### config.mk
export PLATFORM = sky130hd
export DESIGN_NAME = pipe_ctrl_regs
export DESIGN_NICKNAME = d
export VERILOG_FILES = /design/src/rtl/pipe_ctrl_regs.sv
export SDC_FILE = /design/constraint.sdc
export NUM_CORES = 1
export LEC_CHECK = 0
export ABC_CLOCK_PERIOD_IN_PS = 1700
export CORE_UTILIZATION = 38
export DETAILED_ROUTE_END_ITERATION = 8
export GPL_ROUTABILITY_DRIVEN = 0
export PLACE_DENSITY = 0.69
export SKIP_LAST_GASP = 1
export SYNTH_ARGS = -nofsm -noshare
export SYNTH_HDL_FRONTEND = slang
export SYNTH_SLANG_ARGS = --single-unit
### constraint.sdc
create_clock -name clk -period 1.7 [get_ports clk]
set_input_delay 0.255 -clock clk [delete_from_list [all_inputs] [get_ports clk]]
set_output_delay 0.255 -clock clk [all_outputs]
set_load 0.02 [all_outputs]
### src/rtl/pipe_ctrl_regs.sv
// Control-side pipeline registers ID->EXE->MEM->WB with load-use bubble insertion.
// Ports: clk/resetn (sync, active-low), freeze/stall holds, id_* in, exe_*/mem_*/wb_* out, counters.
module pipe_ctrl_regs #(
    parameter int CNT_W = 32
) (
    input  logic             clk,
    input  logic             resetn,
    input  logic             freeze,
    input  logic             stall,
    input  logic             id_valid,
    input  logic             id_wreg,
    input  logic             id_mem2reg,
    input  logic             id_wmem,
    input  logic             id_aluimm,
    input  logic             id_shift,
    input  logic             id_sext,
    input  logic             id_jal,
    input  logic [3:0]       id_aluc,
    input  logic [4:0]       id_regw_addr,
    output logic             exe_valid,
    output logic             exe_wreg,
    output logic             exe_mem2reg,
    output logic             exe_wmem,
    output logic             exe_aluimm,
    output logic             exe_shift,
    output logic             exe_sext,
    output logic             exe_jal,
    output logic [3:0]       exe_aluc,
    output logic [4:0]       exe_regw_addr,
    output logic             mem_valid,
    output logic             mem_wreg,
    output logic             mem_mem2reg,
    output logic             mem_wmem,
    output logic [4:0]       mem_regw_addr,
    output logic             wb_valid,
    output logic             wb_wreg,
    output logic             wb_mem2reg,
    output logic [4:0]       wb_regw_addr,
    output logic             pipe_empty,
    output logic [CNT_W-1:0] retire_cnt,
    output logic [CNT_W-1:0] stall_cnt
);

    typedef struct packed {
        logic       valid;
        logic       wreg;
        logic       mem2reg;
        logic       wmem;
        logic       aluimm;
        logic       shift;
        logic       sext;
        logic       jal;
        logic [3:0] aluc;
        logic [4:0] rd;
    } exe_t;

    typedef struct packed {
        logic       valid;
        logic       wreg;
        logic       mem2reg;
        logic       wmem;
        logic [4:0] rd;
    } mem_t;

    typedef struct packed {
        logic       valid;
        logic       wreg;
        logic       mem2reg;
        logic [4:0] rd;
    } wb_t;

    exe_t exe_q, exe_d, exe_load;
    mem_t mem_q, mem_d;
    wb_t  wb_q, wb_d;
    logic [CNT_W-1:0] retire_q, retire_d;
    logic [CNT_W-1:0] stall_q, stall_d;
    logic rd_nz;

    assign rd_nz = (id_regw_addr != 5'd0);

    // Writes to $0 are stripped here so they never look like a forwarding source.
    always_comb begin
        exe_load = '0;
        if (id_valid && !stall) begin
            exe_load.valid   = 1'b1;
            exe_load.wreg    = id_wreg && rd_nz;
            exe_load.mem2reg = id_mem2reg && rd_nz;
            exe_load.wmem    = id_wmem;
            exe_load.aluimm  = id_aluimm;
            exe_load.shift   = id_shift;
            exe_load.sext    = id_sext;
            exe_load.jal     = id_jal;
            exe_load.aluc    = id_aluc;
            exe_load.rd      = id_regw_addr;
        end
    end

    always_comb begin
        exe_d    = exe_q;
        mem_d    = mem_q;
        wb_d     = wb_q;
        retire_d = retire_q;
        stall_d  = stall_q;
        if (!freeze) begin
            exe_d = exe_load;
            mem_d = '{valid:   exe_q.valid,
                      wreg:    exe_q.wreg,
                      mem2reg: exe_q.mem2reg,
                      wmem:    exe_q.wmem,
                      rd:      exe_q.rd};
            wb_d  = '{valid:   mem_q.valid,
                      wreg:    mem_q.wreg,
                      mem2reg: mem_q.mem2reg,
                      rd:      mem_q.rd};
            if (wb_q.valid)
                retire_d = retire_q + CNT_W'(1);
            if (stall && id_valid)
                stall_d = stall_q + CNT_W'(1);
        end
    end

    always_ff @(posedge clk) begin
        if (!resetn) begin
            exe_q    <= '0;
            mem_q    <= '0;
            wb_q     <= '0;
            retire_q <= '0;
            stall_q  <= '0;
        end else begin
            exe_q    <= exe_d;
            mem_q    <= mem_d;
            wb_q     <= wb_d;
            retire_q <= retire_d;
            stall_q  <= stall_d;
        end
    end

    assign exe_valid     = exe_q.valid;
    assign exe_wreg      = exe_q.wreg;
    assign exe_mem2reg   = exe_q.mem2reg;
    assign exe_wmem      = exe_q.wmem;
    assign exe_aluimm    = exe_q.aluimm;
    assign exe_shift     = exe_q.shift;
    assign exe_sext      = exe_q.sext;
    assign exe_jal       = exe_q.jal;
    assign exe_aluc      = exe_q.aluc;
    assign exe_regw_addr = exe_q.rd;

    assign mem_valid     = mem_q.valid;
    assign mem_wreg      = mem_q.wreg;
    assign mem_mem2reg   = mem_q.mem2reg;
    assign mem_wmem      = mem_q.wmem;
    assign mem_regw_addr = mem_q.rd;

    assign wb_valid      = wb_q.valid;
    assign wb_wreg       = wb_q.wreg;
    assign wb_mem2reg    = wb_q.mem2reg;
    assign wb_regw_addr  = wb_q.rd;

    assign pipe_empty    = !exe_q.valid && !mem_q.valid && !wb_q.valid;
    assign retire_cnt    = retire_q;
    assign stall_cnt     = stall_q;

endmodule

==> impl_metrics.json, run 1 <==
{
  "path_cells": "nand4_1 > or2_1 > or3_1 > or3_1 > a21oi_1",
  "preCtsSetupSlack_ns": -0.311,
  "period_share_pct": 98.0,
  "clk_pin_slew_ns": 0.10,
  "swShare_pct": 22.3,
  "cp-start-kind": "register",
  "grt_overflow": 0,
  "antenna_left": 0,
  "via_count": 3784,
  "ys_ff_latch": 98,
  "power_mw": 4.24,
  "final_util_pct": 58.4,
  "fp-row-count": 37,
  "fp.dieW_um": 106,
  "pwr-share-seq_pct": 54.7,
  "grt_start_max_net_pins": 53,
  "hold_violations": 0,
  "rsz0062_at_grt": "true",
  "antenna_found_initial": 0,
  "dr.first_iter.drc_count": 120,
  "avgSynthCellArea_um2": 8.98,
  "clock_latency_ns": 0.36,
  "drv_slew": 0,
  "grtUsageTotal_pct": 19.3,
  "cp_num_buf_inv": 0,
  "cp_max_fo": 4,
  "cts_sinks": 98,
  "tightest_slew_ns": 0.345,
  "comb_power_share_pct": 5.5,
  "synthCells": 454,
  "diodes": 0,
  "cp_common_cell": "or3_1",
  "fin_nets": 633,
  "fmax_ghz": 0.600,
  "status": "finished clean",
  "cts-root-buf": "clkbuf_8",
  "setup_viol": 0,
  "busiest_layer": "met2",
  "avgViaCountPerCell": 5.04,
  "drive_gt1_share_pct": 14.5,
  "ys_warn_count": 0,
  "finalSetupTns_ns": 0,
  "grtUsageMet3_pct": 6.12,
  "crit_path_top_delay_cell": "dfxtp_2",
  "slew_headroom_pct": 76.8,
  "cts_tree": "done",
  "portBuffers": 119,
  "vdd_drop_max_uv": 393,
  "first_pass_iters": 4,
  "clockBufferDepth": 2,
  "synth.cell_area_um2": 4080,
  "synth_cell_type_count": 34,
  "hpwl_mm": 7.39,
  "syn_to_final_growth_pct": 48.7,
  "grt.met1_usage_pct": 24.8,
  "wl_per_cell_um": 14.0,
  "cp_data_required_time_ns": 1.99,
  "grt_pass1_wl_mm": 17.5,
  "power.share.clock_pct": 39.8,
  "grt_pass1_vias": 3631,
  "hold_class": "in -> reg",
  "drc_errors": 0,
  "layout_min_cycle_time_ns": 1.67,
  "grtUsageMet2_pct": 30.8,
  "ys_seq_area_share_pct": 48.1,
  "crit_family": "simple AND/OR/NAND/NOR gates",
  "chipHeight_um": 106,
  "synthesis.nets": 477,
  "wirelength_mm": 10.5,
  "cp-end-kind": "register",
  "critical_path_class": "reg -> reg",
  "intPower_mw": 3.30,
  "setup_ws_ns": 0.0336,
  "numCtsBuffers": 9,
  "switching_power_mw": 0.945,
  "skew_ns": 0.0151,
  "cp.arrival_ns": 1.95,
  "p_leak_nw": 2.73,
  "drv_cap": 0,
  "initial_core_util_pct": 39.3,
  "slowest_delay_ns": 0.36,
  "pin_count": 120,
  "power.density_nw_per_um2": 700,
  "fp.dieArea_um2": 11100,
  "cts-htree-levels": 3,
  "core_um2": 10400
}
[per-layer routing]
metal  routed length [um]  up-vias
li1                     -     1888
met1                 4710     1770
met2                 4840      121
met3                  883        5
met4                   62        0
met5                    0        -
[cell usage in the layout, fill, tap and decap left out, types with 2 or more instances in the layout]
| master | count |
|---|---|
| nor4_1 | 5 |
| dlymetal6s2s_1 | 24 |
| buf_4 | 44 |
| and3_1 | 5 |
| a21oi_1 | 11 |
| nor4_2 | 6 |
| a22oi_1 | 16 |
| nand2b_1 | 2 |
| buf_12 | 3 |
| nor2_1 | 89 |
| mux2i_1 | 19 |
| inv_1 | 7 |
| nor2b_1 | 2 |
| clkdlybuf4s50_1 | 71 |
| and4_1 | 8 |
| clkinv_4 | 2 |
| bufinv_16 | 2 |
| nor3b_1 | 2 |
| xor2_1 | 26 |
| o21ai_0 | 9 |
| dfxtp_1 | 84 |
| nand2_1 | 24 |
| nand3_1 | 15 |
| or3_1 | 10 |
| xnor2_1 | 25 |
| dfxtp_2 | 14 |
| and2_1 | 7 |
| clkbuf_8 | 10 |
| nor3_1 | 11 |
| nand4_1 | 24 |
| dlygate4sd2_1 | 23 |
[cell usage after synthesis]
master    count  area, um^2
and4_4        1        11.3
a22oi_1      16         120
nor4_1       12        75.1
nand2b_1      2        12.5
a21oi_1      11        55.1
nand3_1      15        75.1
or3_1        10        62.6
or4_1         1        7.51
clkbuf_1     12        45.0
o21bai_1      1        7.51
nand2_1      24        90.1
buf_1         6        22.5
nand4b_1      1        8.76
and2_1        7        43.8
nand4_4       1        21.3
xnor2_1      25         219
nor3b_1       2        15.0
o21a_1        1        7.51
and3b_1       1        8.76
o21ai_0       9        45.0
nor2_1       89         334
buf_6         2        22.5
mux2i_1      19         190
xor2_1       26         228
and3_1        5        31.3
nor3_1       11        55.1
and4_1        8        70.1
or2_1         1        6.26
dfxtp_1      98        1960
nand4_1      24         150
inv_1         8        30.0
buf_2         1        5.00
ha_1          2        25.0
nor2b_1       2        12.5
[power groups by stage]
stage / Combinational [mW] / Sequential [mW] / Clock, mW
6_report: 0.231 / 2.32 / 1.69
5_1_grt: 0.251 / 2.32 / 1.85
4_1_cts: 0.235 / 2.32 / 1.75
3_5_place_dp: 0.235 / 2.37 / 0
3_3_place_gp: 0.234 / 2.37 / 0
2_1_floorplan: 0.0893 / 2.39 / 0
[flip-flops by register name (all words and copies together) (netlist names)]
name and count:
exe_aluc 4, exe_aluimm 1, exe_jal 1, exe_mem2reg 1, exe_regw_addr 5, exe_sext 1
exe_shift 1, exe_valid 1, exe_wmem 1, exe_wreg 1, mem_mem2reg 1, mem_regw_addr 5
mem_valid 1, mem_wmem 1, mem_wreg 1, retire_cnt 32, stall_cnt 32, wb_mem2reg 1
wb_regw_addr 5, wb_valid 1, wb_wreg 1
[timing repair]
action | CTS | global route
gates resized for setup | 24 | 33
buffers inserted | 0 | 1
endpoints found under the setup margin | 24 | 36
hold buffers | 0 | 0
pin swaps | 1 | 2
[path summary, 6_finish.rpt]
check / slack (ns) / end / start / cells past startpoint
worst min register to register: 0.49 / stall_cnt[31] / stall_cnt[31] / 2
worst max-delay path: 0.03 / stall_cnt[30] / stall_cnt[12] / 5
worst min-delay path: 0.49 / mem_mem2reg / freeze / 5
worst max register to register: 0.03 / stall_cnt[30] / stall_cnt[12] / 5
[layout make-up]
class,count,area [um^2]
fill,937,4310
multi-input combinational,327,2040
timing repair buffer,166,1610
sequential,98,1980
inverter,8,30.0
tap,136,170
clock buffer,10,138
clock inverter,6,90.1
[metrics by stage]
step                      instances  hold slack (ns)  instance area [um^2]
final                           751            0.490                  6060
after global routing            751            0.506                  6060
after CTS                       750            0.485                  5940
after detailed placement        734            0.480                  5740
after global placement          734            0.458                  5740
after floorplan                 454            0.377                  4100
[kinds of logic after synthesis]
family | synth area share, %
compound gates | 5.77
xor+xnor | 11.0
fa+ha+maj | 0.614
buf+inv | 3.07
flops | 48.1
mux | 4.67
simple gates | 26.8
[worst register-to-register path, delay by kind of cell, from the launching register on]
| kind | cells | cell delay (ns) |
|---|---|---|
| AOI/OAI and AO/OA | 1 | 0.12 |
| DFF | 1 | 0.36 |
| and+or+nand+nor | 4 | 1.11 |
Power figures use the tool's default switching activity.
==> inputs of run 2 (changes only) <==
- CORE_MARGIN: not set -> 2
==> run 2 against run 1 <==
Non-clock buffer count rose by 9. Worst hold slack better by 0.0031 ns. First-iteration DRC count decreased by 25%. Sequential power barely moved. Largest cell class unchanged. The flow now finishes with violations (negative setup slack). Critical path type is now reg -> out. Cell area rose by 1.5%. Global-route usage fell by 0.77 points.
==> impl_metrics.json, run 2 (synthesis results as in run 1) <==
{
  "cts-htree-levels": 3,
  "critPathLaunch": "stall_cnt[1]",
  "clockBufferDepth": 2,
  "r2r_end": "stall_cnt[30]",
  "antenna_found_initial": 0,
  "grt_pass1_vias": 3737,
  "cts_sinks": 98,
  "fp-row-count": 37,
  "ctsHoldBuffers": 0,
  "fill_cells": 933,
  "first_pass_iters": 4,
  "reg2reg_slack_ns": 0.06,
  "slew_headroom_pct": 67.2,
  "mostFrequentLayoutCells": "nor2_1, dfxtp_1, clkdlybuf4s50_1",
  "layout_min_cycle_time_ns": 1.71,
  "power.density_nw_per_um2": 706,
  "reg2reg_from": "stall_cnt[1]",
  "layout_commonest_cell": "nor2_1",
  "drv_cap": 0,
  "setup_viol": 1,
  "grt_overflow": 0,
  "skew_ns": 0.00969,
  "drc_errors": 0,
  "clock_latency_ns": 0.35,
  "cp-end-kind": "primary output",
  "avgViaCountPerCell": 5.01,
  "grt_start_max_net_pins": 55,
  "tightest_slew_ns": 0.491,
  "reg2reg_depth": 6,
  "fin_nets": 642,
  "status": "complete, but fails checks",
  "cp_max_fo": 4,
  "hold_class": "reg -> reg",
  "cts_tree": "done",
  "power_mw": 4.34,
  "drv_slew": 0,
  "syn_to_final_growth_pct": 50.9,
  "grtUsageTotal_pct": 18.5,
  "final_area_um2": 6150,
  "cts-root-buf": "clkbuf_8",
  "core_um2": 10400,
  "pin_count": 120,
  "vdd_drop_max_uv": 649,
  "post_dp_cell_area_um2": 5780,
  "wl_per_cell_um": 13.9,
  "cp-start-kind": "register",
  "numCtsBuffers": 9,
  "hpwl_mm": 7.67,
  "fp.dieW_um": 108,
  "wirelength_mm": 10.6,
  "final_util_pct": 59.3,
  "failed_checks": "negative setup slack",
  "dr.first_iter.drc_count": 90,
  "cp-endpoint": "stall_cnt[1]",
  "period_share_pct": 100,
  "antenna_left": 0,
  "critical_path_class": "reg -> out",
  "portBuffers": 119,
  "fp.dieArea_um2": 11600,
  "hold_violations": 0,
  "p_leak_nw": 2.71,
  "diodes": 0,
  "cp_data_required_time_ns": 1.44,
  "cp.arrival_ns": 1.45,
  "clk_pin_slew_ns": 0.10,
  "grt_pass1_wl_mm": 17.4,
  "via_count": 3804,
  "chipHeight_um": 108,
  "initial_core_util_pct": 39.3,
  "drive_gt1_share_pct": 17.2,
  "fmax_ghz": 0.586,
  "rsz0062_at_grt": "true",
  "setup_ws_ns": -0.00507
}
-- run 2: final cells by class --
type	count	area (um^2)	area share, %
Sequential cell	98	1990	32.3
Clock buffer	9	124	2.01
Timing Repair Buffer	175	1660	27.0
Tap cell	136	170	2.77
Multi-Input combinational cell	327	2060	33.5
Inverter	8	30.0	0.488
Clock inverter	6	113	1.83
-- run 2: metrics by stage --
stage	hold WS [ns]	cells	setup WS [ns]	TNS (ns)
after detailed placement	0.483	741	-0.297	-3.98
after floorplan	0.377	454	-0.0505	-0.0505
after global placement	0.478	741	-0.273	-3.15
after global routing	0.514	759	-0.0733	-0.296
after CTS	0.497	756	0.000363	0
final	0.493	759	-0.00507	-0.00507
-- run 2: where the power goes --
group / switching (mW) / internal, mW / leakage, nW / total (mW)
clock network: 0.809 / 0.979 / 0.120 / 1.79
registers: 0.0124 / 2.31 / 0.801 / 2.32
logic: 0.117 / 0.116 / 1.79 / 0.233
total: 0.939 / 3.40 / 2.71 / 4.34
-- run 2: repair_timing --
action,4_1_cts,5_1_grt
setup endpoints to repair,19,48
pin swaps,0,7
buffers inserted,0,3
resized for setup,19,44
endpoints found under the hold margin,0,0
cloned,0,0
-- run 2: critical path, cell delays in order (launching register included) --
cell             delay (ns)
dfxtp_4                0.38
buf_4                  0.11
clkdlybuf4s50_1        0.61
-- run 2: layer usage --
layer | global-route usage [%] | part of all wire, % | vias up
met3 | 7.20 | 8.4 | 4
met2 | 30.4 | 47 | 107
li1 | - | - | 1896
met1 | 23.1 | 44 | 1797
met4 | 3.85 | 0.36 | 0
met5 | 0 | 0 | -
-- run 2: worst min path at each step --
stage	end	slack [ns]	cells after the start	startpoint
5_1_grt	exe_wmem	0.51	3	id_wmem
2_1_floorplan	retire_cnt[10]	0.38	1	resetn
6_report	retire_cnt[1]	0.49	2	retire_cnt[1]
3_5_place_dp	wb_mem2reg	0.48	2	wb_mem2reg
4_1_cts	wb_mem2reg	0.50	5	freeze
3_3_place_gp	wb_regw_addr[2]	0.48	2	wb_regw_addr[2]
